===== src/rtl/id_ex_pipe.sv =====
// Decode->execute pipeline register with load-use bubble insertion, branch flush and global hold.
// Optional hazard statistics counters are enabled by defining HAZARD_STATS_EN.
module id_ex_pipe #(
  parameter int unsigned DATA_WIDTH = 32,
  parameter int unsigned RF_WIDTH   = 5,
  parameter int unsigned CTRL_WIDTH = 16
) (
  input  logic                  clk,
  input  logic                  rst,
  input  logic                  valid_d,
  input  logic [DATA_WIDTH-1:0] pc_d,
  input  logic [DATA_WIDTH-1:0] rd1_d,
  input  logic [DATA_WIDTH-1:0] rd2_d,
  input  logic [DATA_WIDTH-1:0] imm_d,
  input  logic [RF_WIDTH-1:0]   rs1_d,
  input  logic [RF_WIDTH-1:0]   rs2_d,
  input  logic [RF_WIDTH-1:0]   rd_d,
  input  logic                  use_rs1_d,
  input  logic                  use_rs2_d,
  input  logic                  mem_read_d,
  input  logic [CTRL_WIDTH-1:0] ctrl_d,
  input  logic                  flush_e,
  input  logic                  hold_e,
  output logic                  valid_e,
  output logic [DATA_WIDTH-1:0] pc_e,
  output logic [DATA_WIDTH-1:0] rd1_e,
  output logic [DATA_WIDTH-1:0] rd2_e,
  output logic [DATA_WIDTH-1:0] imm_e,
  output logic [RF_WIDTH-1:0]   rs1_e,
  output logic [RF_WIDTH-1:0]   rs2_e,
  output logic [RF_WIDTH-1:0]   rd_e,
  output logic                  mem_read_e,
  output logic [CTRL_WIDTH-1:0] ctrl_e,
  output logic                  stall_fd
`ifdef HAZARD_STATS_EN
  ,
  output logic [31:0]           bubble_cnt,
  output logic [31:0]           flush_cnt
`endif
);

  logic                  r_valid;
  logic [DATA_WIDTH-1:0] r_pc;
  logic [DATA_WIDTH-1:0] r_rd1;
  logic [DATA_WIDTH-1:0] r_rd2;
  logic [DATA_WIDTH-1:0] r_imm;
  logic [RF_WIDTH-1:0]   r_rs1;
  logic [RF_WIDTH-1:0]   r_rs2;
  logic [RF_WIDTH-1:0]   r_rd;
  logic                  r_mem_read;
  logic [CTRL_WIDTH-1:0] r_ctrl;

  logic w_rs1_match;
  logic w_rs2_match;
  logic w_lu_hazard;
  logic w_bubble;

  // Only a live load with a non-x0 destination can create a load-use hazard.
  always_comb begin
    w_rs1_match = use_rs1_d && (rs1_d == r_rd);
    w_rs2_match = use_rs2_d && (rs2_d == r_rd);
    w_lu_hazard = r_valid && r_mem_read && (r_rd != '0) && valid_d &&
                  (w_rs1_match || w_rs2_match);
    w_bubble    = w_lu_hazard && !flush_e && !hold_e;
    stall_fd    = w_bubble;
  end

  always_ff @(posedge clk) begin
    if (rst || flush_e || (w_lu_hazard && !hold_e)) begin
      r_valid    <= 1'b0;
      r_pc       <= '0;
      r_rd1      <= '0;
      r_rd2      <= '0;
      r_imm      <= '0;
      r_rs1      <= '0;
      r_rs2      <= '0;
      r_rd       <= '0;
      r_mem_read <= 1'b0;
      r_ctrl     <= '0;
    end else if (!hold_e) begin
      r_valid    <= valid_d;
      r_pc       <= pc_d;
      r_rd1      <= rd1_d;
      r_rd2      <= rd2_d;
      r_imm      <= imm_d;
      r_rs1      <= rs1_d;
      r_rs2      <= rs2_d;
      r_rd       <= valid_d ? rd_d : '0;
      r_mem_read <= valid_d & mem_read_d;
      r_ctrl     <= valid_d ? ctrl_d : '0;
    end
  end

  always_comb begin
    valid_e    = r_valid;
    pc_e       = r_pc;
    rd1_e      = r_rd1;
    rd2_e      = r_rd2;
    imm_e      = r_imm;
    rs1_e      = r_rs1;
    rs2_e      = r_rs2;
    rd_e       = r_rd;
    mem_read_e = r_mem_read;
    ctrl_e     = r_ctrl;
  end

`ifdef HAZARD_STATS_EN
  logic [31:0] r_bubble_cnt;
  logic [31:0] r_flush_cnt;

  always_ff @(posedge clk) begin
    if (rst) begin
      r_bubble_cnt <= '0;
      r_flush_cnt  <= '0;
    end else begin
      if (w_bubble && (r_bubble_cnt != '1))
        r_bubble_cnt <= r_bubble_cnt + 32'd1;
      if (flush_e && (r_flush_cnt != '1))
        r_flush_cnt <= r_flush_cnt + 32'd1;
    end
  end

  always_comb begin
    bubble_cnt = r_bubble_cnt;
    flush_cnt  = r_flush_cnt;
  end
`endif

endmodule

===== config.mk =====
export PLATFORM = sky130hd
export DESIGN_NAME = id_ex_pipe
export DESIGN_NICKNAME = d
export VERILOG_FILES = /design/src/rtl/id_ex_pipe.sv
export SDC_FILE = /design/constraint.sdc
export NUM_CORES = 1
export LEC_CHECK = 0
export BUFFER_PORTS_ARGS = -buffer_cell sky130_fd_sc_hd__buf_2
export CAP_MARGIN = 20
export CORE_AREA = 8 8 145 147
export DETAILED_ROUTE_END_ITERATION = 8
export DIE_AREA = 0 0 153 155
export SYNTH_ARGS = -nofsm -noshare
export SYNTH_HDL_FRONTEND = slang
export SYNTH_SLANG_ARGS = --single-unit

===== constraint.sdc =====
create_clock -name clk -period 2.2 [get_ports clk]
set_clock_uncertainty 0.2 [all_clocks]
set_input_delay 0.22 -clock clk [delete_from_list [all_inputs] [get_ports clk]]
set_output_delay 0.22 -clock clk [all_outputs]
set_load 0.02 [all_outputs]

# == After elaboration in Yosys (flattened, before gate mapping) ==
# Index checks and enable logic that the tools add are counted.
# classes
muxes,2
bitwise_logic,1
eq_ne,2
n_reduce_logical,15
# op_table
operator,n
$mux 16,1
$eq 5x5->1,2
$logic_and 1x1->1,9
$mux 5,1
$reduce_bool 5->1,1
$logic_or 1x1->1,3
$logic_not 1->1,2
$and 1x1->1,1
# word_totals
out_inout_bits,162
ff_bits,161
word_cells,30

# == Longest topological paths before layout ==
# Gate-level depths: netlist of run 1.
# depth
ltp_word,6
ltp_mapped,6
mapped_depth_nobuf,4

# == Least setup slack after synthesis of run 1 ==
# No wires, ideal clock.
# synth_timing
kind,reg2out
start,"register r_rd[0], in the netlist rd_e[0]"
end,output port stall_fd
t_required_ns,1.780
path_stages_with_launch,6
arrival_time_ns,1.530
setup_slack_ns,0.250
path_cell_list,dfxtp_1 xnor2_1 nand4_1 o22ai_2 buf_6 and3b_1
# synth_via
elab_chain_cells,6
elab_cells_between_ends,11
cone_classes,eq/ne (2); reduce/logical (9)
# synth_rtl
element,line,rtl
start: declaration,49,logic [RF_WIDTH-1:0] r_rd;
start signal: assignment,88,r_rd <= valid_d ? rd_d : '0;
"$eq 5x5->1, or another cell as far along",60,w_rs1_match = use_rs1_d && (rs1_d == r_rd);
"$logic_and 1x1->1, on equally long branches","60, 61, 62",
$logic_or 1x1->1 or $logic_and 1x1->1 (tied branches),"63, 62",
$logic_and 1x1->1 (*),62,w_lu_hazard = r_valid && r_mem_read && (r_rd != '0) && valid_d &&
$logic_and 1x1->1 (*) (2 in series),64,w_bubble = w_lu_hazard && !flush_e && !hold_e;
end: declaration,34,output logic stall_fd
# Every way passes the cells marked *; elsewhere a longest branch is shown, timed or not.

# == Worst setup path after layout of run 1 ==
# Ends and elaborated chain as after synthesis.

==> impl_metrics.env, run 1 <==
export IMPL_ys_ff_latch=161
export IMPL_p_leak_nw=4.89
export IMPL_vias_per_cell=5.07
export IMPL_dieArea_mm2=0.0237
export IMPL_final_nets=1198
export IMPL_r2r_slack_ns=0.27
export IMPL_grt_overflow=0
export IMPL_synth_compound_area_share_pct=22.0
export IMPL_cts_tree="yes"
export IMPL_synth_edff_count=0
export IMPL_synthTopCellsByArea="dfxtp_1 (49%), mux2i_1 (21%), a211oi_1 (17%), a22oi_1 (2.5%), buf_2 (2.3%)"
export IMPL_avgSynthCellArea_um2=11.4
export IMPL_syn_area_mm2=0.00658
export IMPL_wire_per_inst_um=18.3
export IMPL_crit_required_ns=1.78
export IMPL_yosysWarnings=0
export IMPL_p_per_area_mw_per_mm2=661
export IMPL_synth_distinct_cells=22
export IMPL_die_h_um=155
export IMPL_grt_use_total_pct=18.9
export IMPL_fin_crit_ns=2.10
export IMPL_grt_max_degree=162
export IMPL_area_delta_synth_final_pct=60.9
export IMPL_total_power_w=0.00700
export IMPL_detail_route_antenna_nets=0
export IMPL_status="completed"
export IMPL_drc=0
export IMPL_cap_violations=0
export IMPL_synth_most_common_cell="dfxtp_1"
export IMPL_worstSetupStartpointType="register"
export IMPL_final_layout_size_suffix_gt1_share_pct=38.2
export IMPL_clk_pin_slew_ns=0.07
export IMPL_synth_fa_ha_area_share_pct=0
export IMPL_end_kind="output pin"
export IMPL_start_util_pct=34.7
export IMPL_rsz0062_at_grt="no"
export IMPL_cts_made_buffers=17
export IMPL_timing_slew_headroom_pct=46.4
export IMPL_synth_net_count=745
export IMPL_grt_pass1_vias=6800
export IMPL_grt_pass1_wl_mm=36.8
export IMPL_hold_violations=0
export IMPL_synth_top_family_by_area="compound AO/OA/AOI/OAI gates"
export IMPL_yosysTopAreaCell="dfxtp_1"
export IMPL_maxSlewViolCount=0
export IMPL_tns_ns=0
export IMPL_antenna_found_initial=0
export IMPL_synth_top_cells_by_count="dfxtp_1 (161), a211oi_1 (150), mux2i_1 (138)"
export IMPL_max_freq_mhz=475
export IMPL_worstPathArrival_ns=1.68
export IMPL_fin_util_pct=55.9
export IMPL_synth_area_mux_share_pct=21.0
export IMPL_boundaryPins=329
export IMPL_tightest_slew_ns=0.805
export IMPL_ys_seq_area_share_pct=49.0
export IMPL_yosys_area_share_simple_pct=0.950
export IMPL_diodes=0
export IMPL_clock_sinks=161
export IMPL_hold_path_class="primary input to register"
export IMPL_die_w_um=153
export IMPL_core_area_mm2=0.0190
export IMPL_setup_viol=0
export IMPL_synth_xor_area_share_pct=1.33
export IMPL_routed_wl_mm=23.5
export IMPL_cts_htree_levels=4
export IMPL_fillers=1591
export IMPL_whs_ns=0.0254
export IMPL_portBuffers=328
export IMPL_peakVddDrop_mv=0.489
export IMPL_postSynth_asyncResetShare_pct=0
export IMPL_rows=51
export IMPL_clk_insertion_delay_late_ns=0.41
export IMPL_dp_hpwl_mm=14.5
export IMPL_synth_cells=578
export IMPL_synth_top_area_share_pct=49.0
export IMPL_clockBufferDepth=2
export IMPL_critPathMaxFanout=5
export IMPL_period_share_pct=95.6
export IMPL_dr_pass1_iters=5
export IMPL_synth_main_ff_cell="dfxtp_1"
export IMPL_vias=6497
export IMPL_globalplace_congestion=0.799
export IMPL_drt_initial_drc_count=301
export IMPL_setup_worst_path_class="register to output pin"
export IMPL_cts_root_buf="clkbuf_16"
## path summary, 6_finish.rpt
| check | cells past startpoint | from | end |
|---|---|---|---|
| hold / removal | 4 | valid_d | valid_e$_SDFFE_PP0N_ |
| hold reg to reg | 2 | rd1_e[31]$_SDFFE_PP0N_ | rd1_e[31]$_SDFFE_PP0N_ |
| setup reg to reg | 6 | rd_e[0]$_SDFFE_PP0N_ | rd1_e[23]$_SDFFE_PP0N_ |
| setup / recovery | 5 | rd_e[0]$_SDFFE_PP0N_ | stall_fd |
## report_power, final
| part | leakage [nW] | switching, W | internal (W) | total (W) |
|---|---|---|---|---|
| clock network | 0.289 | 0.00131 | 0.00160 | 0.00291 |
| logic | 3.29 | 0.000499 | 0.000532 | 0.00103 |
| registers | 1.31 | 0.0000489 | 0.00300 | 0.00305 |
| total | 4.89 | 0.00186 | 0.00514 | 0.00700 |
## cell families (layout without fill, tap and decap cells)
| family | Yosys count | in the layout |
|---|---|---|
| muxes | 138 | 138 |
| and+or+nand+nor | 11 | 11 |
| DFF | 161 | 161 |
| AOI/OAI and AO/OA | 185 | 185 |
| xor gates and xnor gates | 10 | 10 |
| buffers and inverters | 73 | 539 |
## placed cells by master (no fill, tap or decap)
master / n
buf_2: 326
dlygate4sd3_1: 160
dfxtp_1: 156
a211oi_1: 150
mux2i_1: 138
a22oi_1: 22
clkbuf_16: 17
buf_4: 12
a211oi_2: 10
xnor2_1: 9
buf_12: 7
inv_6: 6
dfxtp_2: 4
nand2_1: 3
inv_8: 3
clkinv_2: 3
nand4_1: 2
clkinv_4: 2
nor2_1: 1
nor3_1: 1
nand4b_1: 1
a21oi_4: 1
xnor2_2: 1
o22ai_4: 1
and3b_2: 1
or2_4: 1
nor2b_2: 1
inv_1: 1
a221oi_1: 1
bufinv_16: 1
clkbuf_8: 1
dfxtp_4: 1
## routing by layer
| layer | share of wire [%] | up-vias | GRT usage (%) |
|---|---|---|---|
| li1 | - | 3146 | - |
| met5 | 0 | - | 0 |
| met3 | 7.6 | 23 | 6.99 |
| met1 | 43 | 3078 | 22.0 |
| met2 | 48 | 250 | 31.9 |
| met4 | 1.5 | 0 | 5.61 |
## sequential cells by signal (all words and copies together), names as in the netlist
signal / cells
ctrl_e: 16
imm_e: 32
mem_read_e: 1
pc_e: 32
rd1_e: 32
rd2_e: 32
rd_e: 5
rs1_e: 5
rs2_e: 5
valid_e: 1
## worst max-delay path: stages (launching register included)
cell and delay [ns]:
dfxtp_4 0.37, xnor2_2 0.15, nand4_1 0.16, o22ai_4 0.19, and3b_2 0.25, buf_4 0.15
## layout make-up
class | count | area [um2] | area share, %
repair buffers | 506 | 3480 | 32.8
flip-flops and latches | 161 | 3230 | 30.5
multi-input cells | 344 | 3010 | 28.4
clock buffers | 17 | 425 | 4.02
well taps | 238 | 298 | 2.81
clock inverters | 15 | 149 | 1.41
inverters | 1 | 3.75 | 0.0354
## repair_timing
item                                    in CTS  in global routing
setup buffers                                2                  0
hold endpoints to repair                   160                  0
resized for setup                            5                  4
endpoints found under the setup margin       1                  1
pin swaps                                    2                  1
hold buffers                               160                  0
## through the flow
stage | std cells | setup WS, ns | area, um2
after floorplan | 578 | 0.250 | 6580
after global placement | 1088 | 0.271 | 8380
after detailed placement | 1088 | 0.234 | 8380
after CTS | 1282 | 0.0128 | 10600
after global routing | 1282 | 0.00142 | 10600
final | 1282 | 0.0965 | 10600
(Power assumes the default switching activity.)
==> run 2: changes to the inputs <==
- REMOVE_ABC_BUFFERS: unset -> 1
==> impl_metrics.env, run 2 (synthesized netlist as in run 1, its figures left out) <==
export IMPL_vias_per_cell=5.00
export IMPL_dp_hpwl_mm=14.7
export IMPL_tightest_slew_ns=0.579
export IMPL_cap_violations=0
export IMPL_routed_wl_mm=23.3
export IMPL_cp_depth=5
export IMPL_hold_depth=4
export IMPL_crit_slowest_cell="dfxtp_4"
export IMPL_hold_path_class="primary input to register"
export IMPL_fin_util_pct=56.9
export IMPL_clockBufferDepth=2
export IMPL_grt_max_degree=83
export IMPL_path_buf_inv=1
export IMPL_rows=51
export IMPL_drt_initial_drc_count=290
export IMPL_drc=0
export IMPL_tns_ns=0
export IMPL_cts_root_buf="clkbuf_16"
export IMPL_portBuffers=328
export IMPL_clk_pin_slew_ns=0.07
export IMPL_grt_pass1_vias=6727
export IMPL_diodes=0
export IMPL_detail_route_antenna_nets=0
export IMPL_die_h_um=155
export IMPL_dieArea_mm2=0.0237
export IMPL_rsz0062_at_grt="yes"
export IMPL_dr_pass1_iters=4
export IMPL_crit_required_ns=1.78
export IMPL_layout_commonest_cell="buf_2"
export IMPL_grt_pass1_wl_mm=36.6
export IMPL_place_inst=1097
export IMPL_area_delta_synth_final_pct=63.7
export IMPL_period_share_pct=98.1
export IMPL_peakVddDrop_mv=0.515
export IMPL_globalplace_congestion=0.776
export IMPL_worstSetupStartpointType="register"
export IMPL_worstPathArrival_ns=1.74
export IMPL_grt_overflow=0
export IMPL_max_freq_mhz=463
export IMPL_p_per_area_mw_per_mm2=670
export IMPL_final_cells=1289
export IMPL_clk_insertion_delay_late_ns=0.41
export IMPL_cts_tree="yes"
export IMPL_core_area_mm2=0.0190
export IMPL_final_layout_size_suffix_gt1_share_pct=39.0
export IMPL_boundaryPins=329
export IMPL_die_w_um=153
export IMPL_setup_worst_path_class="register to output pin"
export IMPL_fin_crit_ns=2.16
export IMPL_cts_htree_levels=4
export IMPL_crit_chain="xnor2_2 -> nand4_1 -> o22ai_4 -> and3b_2 -> buf_6"
export IMPL_critical_path_max_stage_delay_ns=0.37
export IMPL_grt_use_total_pct=18.9
export IMPL_status="completed"
export IMPL_timing_slew_headroom_pct=61.4
export IMPL_crit_family="simple AND/OR/NAND/NOR gates"
export IMPL_hold_violations=0
export IMPL_maxSlewViolCount=0
export IMPL_critPathMaxFanout=5
export IMPL_wire_per_inst_um=18.1
export IMPL_layout_common_cells="buf_2 (326), dlygate4sd3_1 (160), dfxtp_1 (156)"
export IMPL_final_nets=1206
export IMPL_cts_made_buffers=17
export IMPL_antenna_found_initial=0
export IMPL_total_power_w=0.00723
export IMPL_whs_ns=0.109
export IMPL_clock_sinks=161
export IMPL_p_leak_nw=4.97
export IMPL_start_util_pct=34.7
export IMPL_setup_viol=0
export IMPL_vias=6440
export IMPL_r2r_cells=6
export IMPL_end_kind="output pin"
==> run 2: changes by cell type in the layout (fill, tap and decap cells not counted), sizes merged <==
cell      before  now
bufinv         1    3
buf          345  353
clkinvlp       0    2
clkinv         5    3
inv           10    5
clkbuf        18   20
==> run 2: where the power goes <==
part,internal [W],switching (W)
Combinational,0.000549,0.000501
Sequential,0.00300,0.0000503
Clock,0.00187,0.00125
==> run 2: path summary, 6_finish.rpt <==
check	from	to	slack [ns]
setup / recovery	rd_e[2]$_SDFFE_PP0N_	stall_fd	0.04
hold / removal	hold_e	ctrl_e[10]$_SDFFE_PP0N_	0.11
setup reg to reg	rd_e[2]$_SDFFE_PP0N_	pc_e[21]$_SDFFE_PP0N_	0.20
hold reg to reg	pc_e[29]$_SDFFE_PP0N_	pc_e[29]$_SDFFE_PP0N_	0.33
==> run 2: cell type report <==
cell class	instances	area, um2
Sequential cell	161	3240
Tap cell	238	298
Inverter	1	3.75
Fill cell	1584	8170
Clock buffer	19	453
Multi-Input combinational cell	344	3030
Clock inverter	12	174
Timing Repair Buffer	514	3580
==> run 2: layer usage <==
metal,vias up,part of all wire [%],track usage (%)
li1,3156,-,-
met1,2999,42,22.0
met2,244,49,32.2
met3,41,6.3,5.99
met4,0,2.4,6.50
met5,-,0,0
==> run 2: repair_timing <==
action | CTS | global route
hold buffers | 160 | 0
resized for setup | 6 | 11
setup buffers | 1 | 0
endpoints found under the setup margin | 1 | 1
hold endpoints to repair | 160 | 0
pin swaps | 2 | 5
==> run 2: worst register-to-register path, stage by stage, from the launching register on <==
cell and delay, ns:
dfxtp_4 0.37, xnor2_2 0.16, nand4_1 0.17, o22ai_4 0.28, buf_4 0.21, buf_12 0.31, a211oi_1 0.19
==> run 2: stage by stage <==
step / worst slack [ns] / instance area, um2
CTS: 0.00575 / 10700
finish: 0.0424 / 10800
floorplan: -3.03 / 6200
global placement: 0.215 / 8490
global route: -0.0184 / 10800
detailed placement: 0.177 / 8490
==> run 3: changes to the inputs <==
- PLACE_DENSITY: unset -> 0.69
==> impl_metrics.env, run 3 (synthesized netlist as in run 1, its figures left out) <==
export IMPL_status="completed"
export IMPL_area_delta_synth_final_pct=62.4
export IMPL_vias_per_cell=5.07
export IMPL_r2r_cells=6
export IMPL_r2r_end="rd1_e[2]$_SDFFE_PP0N_"
export IMPL_fin_crit_ns=2.07
export IMPL_max_freq_mhz=483
export IMPL_clk_insertion_delay_late_ns=0.41
export IMPL_grt_overflow=0
export IMPL_period_share_pct=94.2
export IMPL_maxSlewViolCount=0
export IMPL_crit_family="flip-flops"
export IMPL_critPathMaxFanout=5
export IMPL_cts_htree_levels=4
export IMPL_hold_path_class="primary input to register"
export IMPL_cp_depth=5
export IMPL_drt_initial_drc_count=270
export IMPL_detail_route_antenna_nets=0
export IMPL_critical_path_max_stage_delay_ns=0.37
export IMPL_end_kind="output pin"
export IMPL_rows=51
export IMPL_wire_per_inst_um=18.3
export IMPL_antenna_found_initial=1
export IMPL_grt_pass1_wl_mm=36.8
export IMPL_place_inst=1094
export IMPL_layout_common_cells="buf_2 (326), dlygate4sd3_1 (160), dfxtp_1 (156)"
export IMPL_dp_hpwl_mm=14.6
export IMPL_r2r_slack_ns=0.32
export IMPL_crit_chain="xnor2_2 -> nand4_1 -> o22ai_4 -> and3b_1 -> buf_6"
export IMPL_clock_sinks=161
export IMPL_p_leak_nw=4.94
export IMPL_layout_commonest_cell="buf_2"
export IMPL_final_layout_size_suffix_gt1_share_pct=38.8
export IMPL_critPathCapture="stall_fd"
export IMPL_core_area_mm2=0.0190
export IMPL_pre_cts_ws_ns=0.252
export IMPL_setup_viol=0
export IMPL_crit_reg2reg_launch="rd_e[2]$_SDFFE_PP0N_"
export IMPL_vias=6535
export IMPL_timing_slew_headroom_pct=68.5
export IMPL_die_h_um=155
export IMPL_dr_pass1_iters=6
export IMPL_grt_pass1_vias=6809
export IMPL_dieArea_mm2=0.0237
export IMPL_portBuffers=328
export IMPL_grt_max_degree=86
export IMPL_cap_violations=0
export IMPL_total_power_w=0.00708
export IMPL_worstPathArrival_ns=1.65
export IMPL_crit_required_ns=1.78
export IMPL_globalplace_congestion=0.766
export IMPL_clockBufferDepth=2
export IMPL_path_buf_inv=1
export IMPL_grt_use_total_pct=19.0
export IMPL_postLayoutSetupSlackWorst_ns=0.128
export IMPL_fin_util_pct=56.4
export IMPL_peakVddDrop_mv=0.469
export IMPL_start_util_pct=34.7
export IMPL_die_w_um=153
export IMPL_cts_made_buffers=17
export IMPL_worstSetupStartpointType="register"
export IMPL_final_cells=1288
export IMPL_cts_tree="yes"
export IMPL_final_nets=1203
export IMPL_cts_root_buf="clkbuf_16"
export IMPL_hold_violations=0
export IMPL_clk_pin_slew_ns=0.07
export IMPL_boundaryPins=329
export IMPL_p_per_area_mw_per_mm2=662
export IMPL_tightest_slew_ns=0.473
export IMPL_drc=0
export IMPL_routed_wl_mm=23.5
export IMPL_rsz0062_at_grt="no"
export IMPL_startpoint="rd_e[2]$_SDFFE_PP0N_"
export IMPL_crit_slowest_cell="dfxtp_4"
export IMPL_setup_worst_path_class="register to output pin"
## run 3: worst min path at each step
stage,startpoint,to,cells past startpoint
after floorplan,hold_e,valid_e$_SDFFE_PP0N_,2
after global placement,valid_e$_SDFFE_PP0N_,valid_e$_SDFFE_PP0N_,2
after detailed placement,valid_e$_SDFFE_PP0N_,valid_e$_SDFFE_PP0N_,2
after CTS,rst,imm_e[9]$_SDFFE_PP0N_,3
after global routing,rst,rd1_e[13]$_SDFFE_PP0N_,3
final,rst,imm_e[9]$_SDFFE_PP0N_,3
## run 3: worst reg2reg max path, delay by kind of cell (launching register included)
family	cells	cell delay (ns)
compound gates	2	0.42
simple gates	1	0.16
flops	1	0.37
buf+inv	2	0.43
xor+xnor	1	0.15
## run 3: layer usage
metal  GRT usage, %  wire length (um)
met5              0                 0
met3           6.71              1690
met2           33.5             11900
met4           7.26               571
met1           20.6              9370
## run 3: layout make-up
| class | instances | area (um2) |
|---|---|---|
| fillers | 1568 | 8260 |
| repair buffers | 511 | 3530 |
| flip-flops and latches | 161 | 3230 |
| multi-input cells | 344 | 3030 |
| clock buffers | 18 | 439 |
| well taps | 238 | 298 |
| clock inverters | 14 | 154 |
| inverters | 1 | 3.75 |
| diodes | 1 | 2.50 |
## run 3: metrics by stage
step | area (um2) | hold WS (ns) | TNS (ns)
floorplan | 6200 | 0.177 | -430.80
global placement | 8440 | 0.287 | 0
detailed placement | 8440 | 0.294 | 0
CTS | 10700 | 0.0609 | 0
global route | 10700 | 0.0773 | 0
finish | 10700 | 0.0805 | 0
## run 3: report_power, final
part           switching (W)  internal, W
clock                0.00126      0.00172
combinational       0.000505     0.000544
sequential         0.0000483      0.00300
total                0.00181      0.00527
## run 3: what timing repair did
action,in CTS,in global routing
resized for setup,9,6
hold buffers,160,0
endpoints found under the setup margin,1,1
pin swaps,3,3
buffers inserted,2,0
hold endpoints to repair,160,0
